### src/rtl/pixel_word_packer.sv
// Packs a one-pixel-per-beat RGB888 stream into dense 32-bit words (4 pixels -> 3 words),
// regenerating line/frame framing from counters and flagging upstream line-length mismatches.
module pixel_word_packer #(
    parameter int DST_IMG_WIDTH  = 960,
    parameter int DST_IMG_HEIGHT = 540
) (
    input  logic        clk,
    input  logic        rst_n,
    input  logic        s_axis_tvalid,
    output logic        s_axis_tready,
    input  logic [31:0] s_axis_tdata,
    input  logic        s_axis_tlast,
    output logic        m_axis_tvalid,
    input  logic        m_axis_tready,
    output logic [31:0] m_axis_tdata,
    output logic [3:0]  m_axis_tkeep,
    output logic [3:0]  m_axis_tstrb,
    output logic        m_axis_tlast,
    output logic        m_axis_tuser,
    output logic        err_line_len,
    output logic        frame_done
);

    localparam int CW = $clog2(DST_IMG_WIDTH);
    localparam int LW = (DST_IMG_HEIGHT > 1) ? $clog2(DST_IMG_HEIGHT) : 1;
    localparam logic [CW-1:0] LAST_PIX  = CW'(DST_IMG_WIDTH - 1);
    localparam logic [LW-1:0] LAST_LINE = LW'(DST_IMG_HEIGHT - 1);

    typedef enum logic [1:0] {PH0, PH1, PH2, PH3} phase_t;

    phase_t         phase;
    phase_t         phase_next;
    logic [23:0]    res;
    logic [23:0]    res_next;
    logic [31:0]    word;
    logic [23:0]    pix;
    logic [CW-1:0]  pix_cnt;
    logic [LW-1:0]  line_cnt;
    logic           sof_pending;
    logic           eof_word;
    logic           accept;
    logic           out_fire;
    logic           at_last_pix;
    logic           line_end;
    logic           frame_end;
    logic           emit;
    logic           unused_bits;

    assign pix           = s_axis_tdata[23:0];
    assign unused_bits   = ^s_axis_tdata[31:24];
    assign s_axis_tready = ~m_axis_tvalid | m_axis_tready;
    assign accept        = s_axis_tvalid & s_axis_tready;
    assign out_fire      = m_axis_tvalid & m_axis_tready;
    assign at_last_pix   = (pix_cnt == LAST_PIX);
    assign line_end      = at_last_pix | s_axis_tlast;
    assign frame_end     = line_end & (line_cnt == LAST_LINE);
    assign emit          = (phase != PH0) | line_end;
    assign m_axis_tkeep  = 4'hF;
    assign m_axis_tstrb  = 4'hF;
    assign frame_done    = out_fire & eof_word;

    always_ff @(posedge clk or negedge rst_n) begin
        if (!rst_n) begin
            phase <= PH0;
            res   <= '0;
        end else begin
            phase <= phase_next;
            res   <= res_next;
        end
    end

    // Each pixel completes the word started by the residual bytes of the previous ones;
    // a line end always forces the packer back to phase 0 and drops leftover bytes.
    always_comb begin
        phase_next = phase;
        res_next   = res;
        word       = '0;
        if (accept) begin
            case (phase)
                PH0: begin
                    word       = {8'h00, pix};
                    res_next   = pix;
                    phase_next = PH1;
                end
                PH1: begin
                    word       = {pix[7:0], res};
                    res_next   = {res[23:16], pix[23:8]};
                    phase_next = PH2;
                end
                PH2: begin
                    word       = {pix[15:0], res[15:0]};
                    res_next   = {res[23:8], pix[23:16]};
                    phase_next = PH3;
                end
                default: begin
                    word       = {pix, res[7:0]};
                    phase_next = PH0;
                end
            endcase
            if (line_end) begin
                phase_next = PH0;
            end
        end
    end

    always_ff @(posedge clk or negedge rst_n) begin
        if (!rst_n) begin
            pix_cnt      <= '0;
            line_cnt     <= '0;
            err_line_len <= 1'b0;
        end else if (accept) begin
            if (line_end) begin
                pix_cnt  <= '0;
                line_cnt <= frame_end ? '0 : line_cnt + 1'b1;
                if (s_axis_tlast != at_last_pix) begin
                    err_line_len <= 1'b1;
                end
            end else begin
                pix_cnt <= pix_cnt + 1'b1;
            end
        end
    end

    // Output register: loading a new word and handing off the old one may coincide,
    // which keeps the stream bubble-free.
    always_ff @(posedge clk or negedge rst_n) begin
        if (!rst_n) begin
            m_axis_tvalid <= 1'b0;
            m_axis_tdata  <= '0;
            m_axis_tlast  <= 1'b0;
            m_axis_tuser  <= 1'b0;
            eof_word      <= 1'b0;
            sof_pending   <= 1'b1;
        end else if (accept && emit) begin
            m_axis_tvalid <= 1'b1;
            m_axis_tdata  <= word;
            m_axis_tlast  <= line_end;
            m_axis_tuser  <= sof_pending;
            eof_word      <= frame_end;
            sof_pending   <= frame_end;
        end else if (out_fire) begin
            m_axis_tvalid <= 1'b0;
        end
    end

endmodule

### config.mk
export PLATFORM = sky130hd
export DESIGN_NAME = pixel_word_packer
export DESIGN_NICKNAME = d
export VERILOG_FILES = /design/src/rtl/pixel_word_packer.sv
export SDC_FILE = /design/constraint.sdc
export NUM_CORES = 1
export LEC_CHECK = 0
export BUFFER_PORTS_ARGS = -buffer_cell sky130_fd_sc_hd__buf_2
export CAP_MARGIN = 30
export CORE_UTILIZATION = 50
export CTS_CLUSTER_DIAMETER = 50
export CTS_CLUSTER_SIZE = 10
export DETAILED_ROUTE_END_ITERATION = 8
export PLACE_DENSITY = 0.73
export SLEW_MARGIN = 20
export SYNTH_ARGS = -nofsm -noshare
export SYNTH_HDL_FRONTEND = slang
export SYNTH_SLANG_ARGS = --single-unit
### constraint.sdc
create_clock -name clk -period 2.9 [get_ports clk]
set_input_delay 0.435 -clock clk [delete_from_list [all_inputs] [get_ports clk]]
set_output_delay 0.435 -clock clk [all_outputs]
set_load 0.005 [all_outputs]
==> results.cfg <==
[place]
gp_congestion = 0.869
portBuffers = 66
dp_cells = 622
post-dp-hpwl_um = 7570

[sta]
min_period_ns = 2.58
final.setup.tns_ns = 0
rsz0062_at_grt = false
worst_clock_skew_ns = 0.0117
fmax_mhz = 387
max_slew_margin_pct = 43.7
slew_violations = 0
setup_viol = 0
fin_hold_ws_ns = -0.00439
hold_viol = 21
max_slew.worst_pin.slew_ns = 0.844
fin_crit_sh_pct = 89.0

[cts]
clkLatencyLatePin_ns = 0.37
h-tree-depth = 3
cts-root-buf = clkbuf_8
cts.clk_slew.worst_paths_ns = 0.09
cts_buffers = 9
clock_sinks = 84
hold_buffers = 0
cts_tree = done
cts_resized = 0
clock_path_buffers = 2
cts_setup_buffers = 0

[global_routing]
grt-ovfl-total = 0
grtUsageTotal_pct = 25.3
grt_max_degree = 70
first_global_vias = 3371
antenna_found_initial = 0
grt_pass1_wl_um = 17500

[floorplanning]
io_pins = 83
die_x_um = 95.5
num_rows = 33
die-area_um2 = 9110
start_util_pct = 52.4
core_um2 = 8340
fp.dieH_um = 95.5

[detailed_routing]
vias = 3819
via_per_inst = 5.99
wl_per_cell_um = 17.0
drc = 0
drtIter0Drc = 365
antenna_left = 0
routed_wl_um = 10800
firstDrtPassIters = 5

[critical_path]
critPathLaunchType = flip-flop
worstPathRequired_ns = 3.13
cp_max_fo = 20
r2r_end = res[6]$_DFFE_PN0P_
ff2ff_setup_slack_ns = 0.32
reg2reg_depth = 4
cp-end-kind = flip-flop
startpoint = phase[0]$_DFFE_PN0P_
rr_startpoint = phase[0]$_DFFE_PN0P_
cp.arrival_ns = 2.81
critical_path_class = flip-flop to flip-flop
timing.critical_path.to = res[6]$_DFFE_PN0P_

[run_status]
status = complete, but fails checks
violations = hold timing

[logic_synthesis]
ys_types = 51
yosys_warnings = 0
synth_edf_count = 0
syn_avg_cell_area_um2 = 9.08
synth_flop_cell = dfrtp_1
async_flop_share_pct = 100
ys_ff_latch = 84
netlist_instances = 481
syn_area_um2 = 4370
yosysSeqAreaShare_pct = 48.2

[pwr]
vdd_drop_max_uv = 427
leakagePower_nw = 2.26
power.density_nw_per_um2 = 1030

[flow_run]
cap_violations = 0

[final_layout]
drive_gt1_share_pct = 18.4
syn_to_final_growth_pct = 12.1
nets = 573
n_antenna_cell = 0
fin_cells = 638
final_core_util_pct = 58.7

[worst_hold_path]
hold_class = input port to async pin
[sequential cells by signal (all words and copies together) (netlist names)]
name and count:
m_axis_tdata 32, line_cnt 10, m_axis_tuser 1, res 24, pix_cnt 10, eof_word 1
err_line_len 1, m_axis_tlast 1, phase 2, sof_pending 1, m_axis_tvalid 1
[layout by cell type (no fill, tap or decap), types with 3 or more instances in the layout]
cell	count
o21ai_0	67
xor2_1	5
a21o_1	3
nand2b_1	10
nor3_1	3
or3_1	4
nor2_1	30
buf_2	65
a31oi_1	8
buf_4	7
a222oi_1	8
clkbuf_8	9
nor2b_1	9
nand2_1	77
conb_1	8
a221o_1	8
dfrtp_1	83
inv_1	7
ha_1	8
o31ai_1	8
a22oi_1	16
nand3_1	15
and3_1	5
nand4_1	8
a21oi_1	20
a221oi_1	8
[worst max-delay path, cell delays in order, from the launching register on]
cell and delay, ns:
dfrtp_1 0.41, ha_1 0.63, clkinv_1 0.61, nand3_1 0.61, o21ai_0 0.18
[logic make-up (layout without fill, tap and decap cells)]
family	Yosys count	count (layout)	share of synthesized area, %
buffers and inverters	53	98	6.59
AO/OA/AOI/OAI	155	155	22.7
XOR/XNOR	7	7	1.40
AND/OR/NAND/NOR	172	172	18.5
adder cells (fa/ha/maj)	8	8	2.29
multiplexers	1	1	0.258
flip-flops	84	84	48.2
other	1	8	0.0859
[synthesized netlist by cell type (8+ instances only)]
cell type  number  area (um^2)
dfrtp_1        83         2080
nand2_1        77          289
o21ai_0        67          335
nor2_1         30          113
a21oi_1        20          100
a22oi_1        16          120
nand3_1        16         80.1
clkbuf_1       14         52.6
buf_2          13         65.1
buf_4          10         75.1
nand2b_1       10         62.6
nor2b_1         9         56.3
a221o_1         8         80.1
a221oi_1        8         70.1
a222oi_1        8         80.1
a31oi_1         8         50.1
ha_1            8          100
nand4_1         8         50.1
o31ai_1         8         60.1
[through the flow]
step                      worst slack, ns  hold WS, ns  total power, mW  area, um^2
after floorplan                     0.770        0.139             3.50        4390
after global placement              0.445        0.438             4.11        4670
after detailed placement            0.345        0.405             4.20        4700
after global routing               0.0528       0.0274             5.45        4900
after CTS                           0.347      0.00726             5.05        4900
final                               0.318     -0.00439             5.05        4900
[area by class of cell]
cell class                      count  area (um^2)
Clock buffer                        9          124
Clock inverter                      7         76.3
Fill cell                         755         3440
Inverter                            8         30.0
Multi-Input combinational cell    351         2010
Sequential cell                    84         2100
Tap cell                          105          131
Timing Repair Buffer               74          425
[worst min-delay path by stage]
stage                             start                           end  slack [ns]  cells past startpoint
6_report                          rst_n  m_axis_tdata[30]$_DFFE_PN0P_      -0.004                      1
3_3_place_gp   err_line_len$_DFFE_PN0P_      err_line_len$_DFFE_PN0P_        0.44                      1
2_1_floorplan                     rst_n          eof_word$_DFFE_PN0P_        0.14                      0
4_1_cts                           rst_n       line_cnt[8]$_DFFE_PN0P_       0.007                      1
5_1_grt                           rst_n        pix_cnt[7]$_DFFE_PN0P_        0.03                      1
3_5_place_dp                      rst_n       line_cnt[5]$_DFFE_PN0P_        0.40                      1
[per-layer routing]
metal  track usage, %  part of all wire (%)
met1             39.0                    47
met3             3.27                   7.9
met4             8.71                   1.2
met2             36.4                    44
met5                0                     0
[report_power, final]
| group | switching, mW | internal, mW | total [mW] |
|---|---|---|---|
| sequential | 0.288 | 1.61 | 1.90 |
| clock | 0.450 | 0.402 | 0.852 |
| combinational | 1.38 | 0.919 | 2.30 |
| total | 2.12 | 2.93 | 5.05 |
Power figures use the tool's default switching activity.
